**config.mk**
```make
export PLATFORM = sky130hd
export DESIGN_NAME = lcd_bus_rx
export DESIGN_NICKNAME = d
export VERILOG_FILES = /design/src/rtl/lcd_bus_rx_pkg.sv /design/src/rtl/lcd_bus_rx_sync.sv /design/src/rtl/lcd_bus_rx.sv
export SDC_FILE = /design/constraint.sdc
export NUM_CORES = 1
export LEC_CHECK = 0
export BUFFER_PORTS_ARGS = -buffer_cell sky130_fd_sc_hd__buf_2
export CAP_MARGIN = 20
export CORE_MARGIN = 5
export CORE_UTILIZATION = 55
export CTS_CLUSTER_DIAMETER = 120
export DETAILED_ROUTE_END_ITERATION = 6
export GPL_TIMING_DRIVEN = 0
export PLACE_DENSITY_LB_ADDON = 0.15
export SKIP_CTS_REPAIR_TIMING = 1
export SYNTH_ARGS = -nofsm -noshare
export SYNTH_HDL_FRONTEND = slang
export SYNTH_SLANG_ARGS = --single-unit
```
**constraint.sdc**
```tcl
create_clock -name clk -period 4.4 [get_ports clk]
set_input_delay 0.44 -clock clk [delete_from_list [all_inputs] [get_ports clk]]
set_output_delay 0.44 -clock clk [all_outputs]
set_load 0.005 [all_outputs]
```
**src/rtl/lcd_bus_rx_pkg.sv**
```systemverilog
// Package asteroids: shared definitions for the LCD bus receiver.
//   LCD_CMD_CASET / LCD_CMD_PASET / LCD_CMD_RAMWR : decoded command codes
//   lcd_rx_state_t                                : decoder FSM states
//   rgb565_to_444()                               : keeps the 4 MSBs of each RGB565 channel
package asteroids;

  localparam logic [7:0] LCD_CMD_CASET = 8'h2A;
  localparam logic [7:0] LCD_CMD_PASET = 8'h2B;
  localparam logic [7:0] LCD_CMD_RAMWR = 8'h2C;

  typedef enum logic [2:0] {
    IDLE,
    CASET,
    PASET,
    RAM_HI,
    RAM_LO
  } lcd_rx_state_t;

  // RGB565 is sent as hi = RRRRRGGG, lo = GGGBBBBB.
  function automatic logic [11:0] rgb565_to_444(input logic [7:0] hi, input logic [7:0] lo);
    return {hi[7:4], hi[2:0], lo[7], lo[4:1]};
  endfunction

endpackage

```
**src/rtl/lcd_bus_rx_sync.sv**
```systemverilog
// lcd_bus_sync: brings the asynchronous LCD bus pins into the clk domain.
//   clk, resetN         : sample clock, async active-low reset
//   lcd_db/wr/d_c/rd    : raw bus pins
//   lcd_reset           : raw panel reset pin (active-low)
//   byte_evt            : one-cycle pulse on a synced wr rising edge while rd is high
//   byte_dc, byte_data  : d/c flag and data byte aligned with byte_evt
//   soft_rst            : synced, active-high version of lcd_reset
module lcd_bus_sync (
  input  logic       clk,
  input  logic       resetN,
  input  logic [7:0] lcd_db,
  input  logic       lcd_wr,
  input  logic       lcd_d_c,
  input  logic       lcd_rd,
  input  logic       lcd_reset,
  output logic       byte_evt,
  output logic       byte_dc,
  output logic [7:0] byte_data,
  output logic       soft_rst
);

  logic [1:0] wr_sync;
  logic [1:0] dc_sync;
  logic [1:0] rd_sync;
  logic [1:0] rst_sync;
  logic [7:0] db_s1;
  logic [7:0] db_s2;
  logic       wr_prev;

  // Strobes reset to their idle-high level so that a bus idling with wr=1
  // does not look like a rising edge when resetN releases.
  always_ff @(posedge clk or negedge resetN) begin
    if (!resetN) begin
      wr_sync  <= 2'b11;
      wr_prev  <= 1'b1;
      dc_sync  <= 2'b00;
      rd_sync  <= 2'b11;
      rst_sync <= 2'b11;
      db_s1    <= 8'h00;
      db_s2    <= 8'h00;
    end else begin
      wr_sync  <= {wr_sync[0], lcd_wr};
      wr_prev  <= wr_sync[1];
      dc_sync  <= {dc_sync[0], lcd_d_c};
      rd_sync  <= {rd_sync[0], lcd_rd};
      rst_sync <= {rst_sync[0], lcd_reset};
      db_s1    <= lcd_db;
      db_s2    <= db_s1;
    end
  end

  // Data and d/c share the strobe's two-flop depth, so they line up with the edge.
  assign byte_evt  = wr_sync[1] & ~wr_prev & rd_sync[1];
  assign byte_dc   = dc_sync[1];
  assign byte_data = db_s2;
  assign soft_rst  = ~rst_sync[1];

endmodule

```
**src/rtl/lcd_bus_rx.sv**
```systemverilog
// lcd_bus_rx: loopback monitor for the 8080-style LCD bus.
// Decodes CASET / PASET / RAMWR and re-emits RAMWR pixels as (x, y, rgb444).
// Optional build macro: LCD_RX_STATS_EN adds frame_cnt, px_cnt and err_cnt outputs.
// Ports:
//   clk, resetN                      : sample clock, async active-low reset
//   lcd_db, lcd_wr, lcd_d_c, lcd_rd  : bus pins (data latched on wr rising edge)
//   lcd_reset                        : panel reset, soft reset of the decoder
//   pxl_valid, pxl_x, pxl_y, pxl_rgb : pixel write strobe and payload
//   frame_start                      : first pixel of a frame at (SC,SP)
//   cmd_valid, cmd_code              : command byte pulse and last command held
module lcd_bus_rx
  import asteroids::*;
#(
  parameter int WIDTH  = 640,
  parameter int HEIGHT = 480
) (
  input  logic                      clk,
  input  logic                      resetN,
  input  logic [7:0]                lcd_db,
  input  logic                      lcd_wr,
  input  logic                      lcd_d_c,
  input  logic                      lcd_rd,
  input  logic                      lcd_reset,
  output logic                      pxl_valid,
  output logic [$clog2(WIDTH)-1:0]  pxl_x,
  output logic [$clog2(HEIGHT)-1:0] pxl_y,
  output logic [11:0]               pxl_rgb,
  output logic                      frame_start,
  output logic                      cmd_valid,
  output logic [7:0]                cmd_code
`ifdef LCD_RX_STATS_EN
  ,
  output logic [15:0]               frame_cnt,
  output logic [19:0]               px_cnt,
  output logic [7:0]                err_cnt
`endif
);

  localparam int XW = $clog2(WIDTH);
  localparam int YW = $clog2(HEIGHT);
  localparam logic [XW-1:0] X_MAX = XW'(WIDTH - 1);
  localparam logic [YW-1:0] Y_MAX = YW'(HEIGHT - 1);

  logic       byte_evt;
  logic       byte_dc;
  logic [7:0] byte_data;
  logic       soft_rst;

  lcd_bus_sync u_sync (
    .clk       (clk),
    .resetN    (resetN),
    .lcd_db    (lcd_db),
    .lcd_wr    (lcd_wr),
    .lcd_d_c   (lcd_d_c),
    .lcd_rd    (lcd_rd),
    .lcd_reset (lcd_reset),
    .byte_evt  (byte_evt),
    .byte_dc   (byte_dc),
    .byte_data (byte_data),
    .soft_rst  (soft_rst)
  );

  function automatic logic [XW-1:0] clamp_x(input logic [15:0] v);
    if (v > 16'(WIDTH - 1)) return X_MAX;
    else return v[XW-1:0];
  endfunction

  function automatic logic [YW-1:0] clamp_y(input logic [15:0] v);
    if (v > 16'(HEIGHT - 1)) return Y_MAX;
    else return v[YW-1:0];
  endfunction

  lcd_rx_state_t state, state_n;
  logic [1:0]    cnt, cnt_n;
  // par_hi holds the pending high byte of a parameter or of a pixel.
  logic [7:0]    par_hi, par_hi_n;
  logic [15:0]   par_start, par_start_n;
  // win_* is the committed window; act_* is the copy latched at RAMWR.
  logic [XW-1:0] win_sc, win_sc_n, win_ec, win_ec_n;
  logic [YW-1:0] win_sp, win_sp_n, win_ep, win_ep_n;
  logic [XW-1:0] act_sc, act_sc_n, act_ec, act_ec_n;
  logic [YW-1:0] act_sp, act_sp_n, act_ep, act_ep_n;
  logic [XW-1:0] cur_x, cur_x_n;
  logic [YW-1:0] cur_y, cur_y_n;
  logic          first_px, first_px_n;
  logic          pxl_valid_n, frame_start_n, cmd_valid_n;
  logic [XW-1:0] pxl_x_n;
  logic [YW-1:0] pxl_y_n;
  logic [11:0]   pxl_rgb_n;
  logic [7:0]    cmd_code_n;

  // Clamped start/end candidates for the 4th parameter byte; a start beyond
  // the end drags the end up with it.
  logic [XW-1:0] col_s, col_e_raw, col_e;
  logic [YW-1:0] row_s, row_e_raw, row_e;

  assign col_s     = clamp_x(par_start);
  assign col_e_raw = clamp_x({par_hi, byte_data});
  assign col_e     = (col_s > col_e_raw) ? col_s : col_e_raw;
  assign row_s     = clamp_y(par_start);
  assign row_e_raw = clamp_y({par_hi, byte_data});
  assign row_e     = (row_s > row_e_raw) ? row_s : row_e_raw;

  // State register for the decoder and all registered outputs.
  always_ff @(posedge clk or negedge resetN) begin
    if (!resetN) begin
      state       <= IDLE;
      cnt         <= 2'd0;
      par_hi      <= 8'h00;
      par_start   <= 16'h0000;
      win_sc      <= '0;
      win_ec      <= X_MAX;
      win_sp      <= '0;
      win_ep      <= Y_MAX;
      act_sc      <= '0;
      act_ec      <= X_MAX;
      act_sp      <= '0;
      act_ep      <= Y_MAX;
      cur_x       <= '0;
      cur_y       <= '0;
      first_px    <= 1'b0;
      pxl_valid   <= 1'b0;
      pxl_x       <= '0;
      pxl_y       <= '0;
      pxl_rgb     <= 12'h000;
      frame_start <= 1'b0;
      cmd_valid   <= 1'b0;
      cmd_code    <= 8'h00;
    end else begin
      state       <= state_n;
      cnt         <= cnt_n;
      par_hi      <= par_hi_n;
      par_start   <= par_start_n;
      win_sc      <= win_sc_n;
      win_ec      <= win_ec_n;
      win_sp      <= win_sp_n;
      win_ep      <= win_ep_n;
      act_sc      <= act_sc_n;
      act_ec      <= act_ec_n;
      act_sp      <= act_sp_n;
      act_ep      <= act_ep_n;
      cur_x       <= cur_x_n;
      cur_y       <= cur_y_n;
      first_px    <= first_px_n;
      pxl_valid   <= pxl_valid_n;
      pxl_x       <= pxl_x_n;
      pxl_y       <= pxl_y_n;
      pxl_rgb     <= pxl_rgb_n;
      frame_start <= frame_start_n;
      cmd_valid   <= cmd_valid_n;
      cmd_code    <= cmd_code_n;
    end
  end

  // Next-state decode. Soft reset wins over byte events; a command byte
  // always restarts decoding regardless of the current state.
  always_comb begin
    state_n       = state;
    cnt_n         = cnt;
    par_hi_n      = par_hi;
    par_start_n   = par_start;
    win_sc_n      = win_sc;
    win_ec_n      = win_ec;
    win_sp_n      = win_sp;
    win_ep_n      = win_ep;
    act_sc_n      = act_sc;
    act_ec_n      = act_ec;
    act_sp_n      = act_sp;
    act_ep_n      = act_ep;
    cur_x_n       = cur_x;
    cur_y_n       = cur_y;
    first_px_n    = first_px;
    pxl_valid_n   = 1'b0;
    pxl_x_n       = pxl_x;
    pxl_y_n       = pxl_y;
    pxl_rgb_n     = pxl_rgb;
    frame_start_n = 1'b0;
    cmd_valid_n   = 1'b0;
    cmd_code_n    = cmd_code;

    if (soft_rst) begin
      state_n     = IDLE;
      cnt_n       = 2'd0;
      par_hi_n    = 8'h00;
      par_start_n = 16'h0000;
      win_sc_n    = '0;
      win_ec_n    = X_MAX;
      win_sp_n    = '0;
      win_ep_n    = Y_MAX;
      act_sc_n    = '0;
      act_ec_n    = X_MAX;
      act_sp_n    = '0;
      act_ep_n    = Y_MAX;
      cur_x_n     = '0;
      cur_y_n     = '0;
      first_px_n  = 1'b0;
      pxl_x_n     = '0;
      pxl_y_n     = '0;
      pxl_rgb_n   = 12'h000;
    end else if (byte_evt) begin
      if (!byte_dc) begin
        cmd_valid_n = 1'b1;
        cmd_code_n  = byte_data;
        cnt_n       = 2'd0;
        case (byte_data)
          LCD_CMD_CASET: state_n = CASET;
          LCD_CMD_PASET: state_n = PASET;
          LCD_CMD_RAMWR: begin
            state_n    = RAM_HI;
            act_sc_n   = win_sc;
            act_ec_n   = win_ec;
            act_sp_n   = win_sp;
            act_ep_n   = win_ep;
            cur_x_n    = win_sc;
            cur_y_n    = win_sp;
            first_px_n = 1'b1;
          end
          default: state_n = IDLE;
        endcase
      end else begin
        case (state)
          CASET, PASET: begin
            cnt_n = cnt + 2'd1;
            case (cnt)
              2'd0: par_hi_n = byte_data;
              2'd1: par_start_n = {par_hi, byte_data};
              2'd2: par_hi_n = byte_data;
              default: begin
                state_n = IDLE;
                if (state == CASET) begin
                  win_sc_n = col_s;
                  win_ec_n = col_e;
                end else begin
                  win_sp_n = row_s;
                  win_ep_n = row_e;
                end
              end
            endcase
          end
          RAM_HI: begin
            par_hi_n = byte_data;
            state_n  = RAM_LO;
          end
          RAM_LO: begin
            state_n       = RAM_HI;
            pxl_valid_n   = 1'b1;
            pxl_x_n       = cur_x;
            pxl_y_n       = cur_y;
            pxl_rgb_n     = rgb565_to_444(par_hi, byte_data);
            frame_start_n = first_px && (cur_x == act_sc) && (cur_y == act_sp);
            first_px_n    = 1'b0;
            if (cur_x == act_ec) begin
              cur_x_n = act_sc;
              if (cur_y == act_ep) begin
                cur_y_n    = act_sp;
                first_px_n = 1'b1;
              end else begin
                cur_y_n = cur_y + 1'b1;
              end
            end else begin
              cur_x_n = cur_x + 1'b1;
            end
          end
          default: state_n = IDLE;
        endcase
      end
    end
  end

`ifdef LCD_RX_STATS_EN
  // Protocol errors: stray data in IDLE, or a command cutting short a
  // parameter list or a half-received pixel.
  logic err_evt;
  assign err_evt = byte_evt && !soft_rst &&
                   (byte_dc ? (state == IDLE)
                            : (state == CASET || state == PASET || state == RAM_LO));

  // Counters run off the registered pixel strobes; the frame's own first
  // pixel is counted, so px_cnt restarts at 1 on frame_start.
  always_ff @(posedge clk or negedge resetN) begin
    if (!resetN) begin
      frame_cnt <= 16'h0000;
      px_cnt    <= 20'h00000;
      err_cnt   <= 8'h00;
    end else if (soft_rst) begin
      frame_cnt <= 16'h0000;
      px_cnt    <= 20'h00000;
      err_cnt   <= 8'h00;
    end else begin
      if (frame_start) frame_cnt <= frame_cnt + 16'd1;
      if (pxl_valid) px_cnt <= frame_start ? 20'd1 : px_cnt + 20'd1;
      if (err_evt && err_cnt != 8'hFF) err_cnt <= err_cnt + 8'd1;
    end
  end
`endif

endmodule

```
==> results.tsv <==
stage	metric	value	unit
status	status	finished clean	
cts	Clock H-tree levels	4	
sta	Final setup viols	0	
cts	clk sinks	192	
sta	RSZ-0062 raised after global routing	false	
die	cell row count	48	
die	CORE AREA	17100	um2
power_and_ir_drop	pwr dens	364	nW/um2
finish	most common cell after layout, fill and taps aside	dfrtp_1	
die	Die Ht	141	um
cts	Clock Path Buffers	2	
global_routing	initial antenna violation count	0	
drt	Via density	5.87	
global_routing	gr usage total	24.9	%
cts	CTS tree	yes	
worst_setup_path	flop2flop setup slack	450	ps
power_and_ir_drop	IR drop worst, VDD	279	uV
yosys	number of synthesized flops with an enable pin	0	
yosys	flops & latches, synth	192	
power_and_ir_drop	clock network power share	39.2	%
global_routing	first-pass GRT wire length	39300	um
worst_setup_path	reg-to-reg endpoint	win_ec[3]	
placement	Setup WS pre-CTS	582	ps
worst_setup_path	critical path arrival	4290	ps
power_and_ir_drop	Seq pwr share	48.4	%
power_and_ir_drop	Gate power share	12.5	%
sta	Fin Clk Skew	7.97	ps
power_and_ir_drop	fraction of power spent switching nets	28.2	%
placement	Final GP Congestion	0.962	
yosys	syn_area_per_cell	10.3	um2
die	die width	141	um
cts	Clock Tree Root	clkbuf_16	
die	starting density of the core	55.4	%
global_routing	vias in the first global route	7295	
worst_setup_path	CP endpoint kind	flip-flop	
worst_setup_path	crit path max fanout	10	
power_and_ir_drop	switching pwr	1090	uW
finish	post-route insts no fill	1235	
sta	Fin Hold WS	6.15	ps
yosys	Seq/Total Area, Yosys	51.4	%
sta	crit path time final	3950	ps
drt	DR WL/cell	19.2	um
yosys	Syn. warnings	0	
global_routing	pin count of the biggest net entering global routing	102	
power_and_ir_drop	Pleak	0.00461	uW
yosys	Syn Inst Count	922	
yosys	Post-synth ARST share	100	%
placement	# port buffers	55	
finish	antenna diode count	0	
sta	Rel. slew slack	28.0	%
drt	DR vias	7254	
sta	fin. max-slew vios	0	
sta	fmax	253	MHz
yosys	ys flop type	dfrtp_1	
global_routing	GRT overflow	0	
yosys	Synth cell types	72	
job	Max-cap violations	0	
worst_setup_path	Setup crit start	par_start[15]	
finish	most frequent cells in the layout	dfrtp_1 (153), nand2_1 (133), o21ai_0 (85)	
die	die footprint	19900	um2
finish	share of cells above drive strength 1	18.7	%
sta	Final Hold Viols	0	
cts	clk_lat worst skew	430	ps
drt	Routed WL	23700	um
worst_setup_path	R2R cell count	11	
min_path	Hold Path Class	in2async	
drt	router iterations before antenna repair	6	
yosys	top-area cell type share of the netlist area	40.5	%
worst_setup_path	startpoint types	flip-flop	
cts	CTS buffer count	17	
power_and_ir_drop	Int Power	2780	uW
placement	DP HPWL	17100	um
sta	final worst-path cycle share	89.9	%
finish	Core Util, Final	62.3	%
die	IO Pins	56	
worst_setup_path	Critical path destination	win_ec[3]	
sta	worst slew pin tran	1080	ps
drt	Remaining DRCs	0	
placement	Post-Place Cells	1203	
yosys	Syn Nets	960	
worst_setup_path	reg-to-reg startpoint	par_start[15]	
cts	clk slew on worst S/H paths	70	ps
sta	final worst slack	446	ps
finish	fillers	1439	
finish	Area growth syn-to-layout	12.4	%
drt	Antenna Violating Nets Remaining	0	
finish	nets	1035	
worst_setup_path	path type of the worst setup path	reg2reg	
yosys	leading area contributor after synthesis	dfrtp_1	
yosys	synth top area cells	dfrtp_1 (41%), dfstp_2 (11%), nand2_1 (5.3%), o21ai_0 (4.5%), mux2i_1 (3.4%)	
drt	drt first-iter violations	545	
power_and_ir_drop	total power	3870	uW
worst_setup_path	Worst EP required	4740	ps
yosys	synthesized cell area	9450	um2
state kept, by name (all words and copies together), names as in the netlist, 9 cells and up:
signal and flops:
act_ep 9, act_sp 9, cur_x 10, cur_y 9, act_sc 10, pxl_x 10
win_sp 9, act_ec 10, win_sc 10, win_ep 9, win_ec 10, pxl_y 9
pxl_rgb 12, par_start 16
worst max-delay path, stage by stage (launching register included):
cell	delay (ps)
dfrtp_1	410
nor4_4	470
nand3_1	200
clkbuf_1	250
nor2_1	260
inv_1	90
ha_1	310
nand4_1	140
o32ai_1	950
inv_1	190
o21ai_1	400
a311oi_1	190
power groups by stage:
stage	sequential (uW)	clock, uW	combinational [uW]
2_1_floorplan	1890	0	299
3_3_place_gp	1900	0	466
3_5_place_dp	1900	0	477
4_1_cts	1870	1540	481
5_1_grt	1880	1620	540
6_report	1870	1510	482
how the worst min path moves through the flow:
stage                         start                  end  slack [ps]
floorplan                    resetN            act_ec[7]         140
global placement    u_sync.db_s1[6]  u_sync.byte_data[6]         330
detailed placement  u_sync.db_s1[6]  u_sync.byte_data[6]         330
CTS                          resetN             pxl_y[3]          40
global route                 resetN             pxl_y[3]          60
finish                       resetN             pxl_y[3]           6
routing by layer:
layer | part of all wire, % | track usage [%] | wire length, um | vias to the layer above
met2 | 48 | 40.2 | 11300 | 239
met3 | 4.9 | 4.41 | 1160 | 38
li1 | - | - | - | 3426
met1 | 45 | 34.2 | 10700 | 3551
met5 | 0 | 0 | 0 | -
met4 | 2.3 | 8.21 | 539 | 0
logic make-up (layout without fill, tap and decap cells):
group	count (synthesis)	in the layout	share of synthesized area, %
multiplexers	52	52	5.77
XOR/XNOR	55	55	5.10
buffers and inverters	81	169	3.63
flip-flops	192	192	51.4
AND/OR/NAND/NOR	305	305	15.0
adder cells (fa/ha/maj)	24	24	3.18
AO/OA/AOI/OAI	213	213	16.0
synth_stat cells, types with 3 or more instances:
cell type  count
a2111oi_0      7
nor3_1        11
buf_6          3
o21ai_0       85
nand4_1       16
dfstp_2       39
o211ai_1       5
nor2b_1        5
buf_2         13
a21o_1         4
and4_1         3
mux2i_1       32
nor2_1        82
buf_1          6
nor4_1         4
o22a_1        16
and3_1         5
a311oi_1      12
o21ai_1        3
xnor2_1       32
dfrtp_1      153
a22o_1        17
o2bb2ai_2      8
inv_1         18
or3_1          3
ha_1          24
nand3_1       16
xor2_1        23
nand2_1      133
clkbuf_1      40
o21a_1         4
or2_2          7
mux2_2        20
a21oi_1       16
a211oi_1       8
metrics by stage:
stage                     TNS [ps]  cell area [um2]
final                            0            10600
after global routing             0            10600
after CTS                        0            10600
after detailed placement         0            10000
after global placement      -28650            10000
after floorplan                  0             9450
cell type report:
type / instances / area (um2) / area share (%)
Sequential cell: 192 / 4850 / 45.7
Multi-Input combinational cell: 649 / 4260 / 40.1
Clock buffer: 17 / 425 / 4.01
Timing Repair Buffer: 56 / 313 / 2.94
Tap cell: 225 / 282 / 2.65
Buffer: 62 / 272 / 2.56
Clock inverter: 15 / 150 / 1.41
Inverter: 19 / 71.3 / 0.671
(Power assumes the default switching activity.)
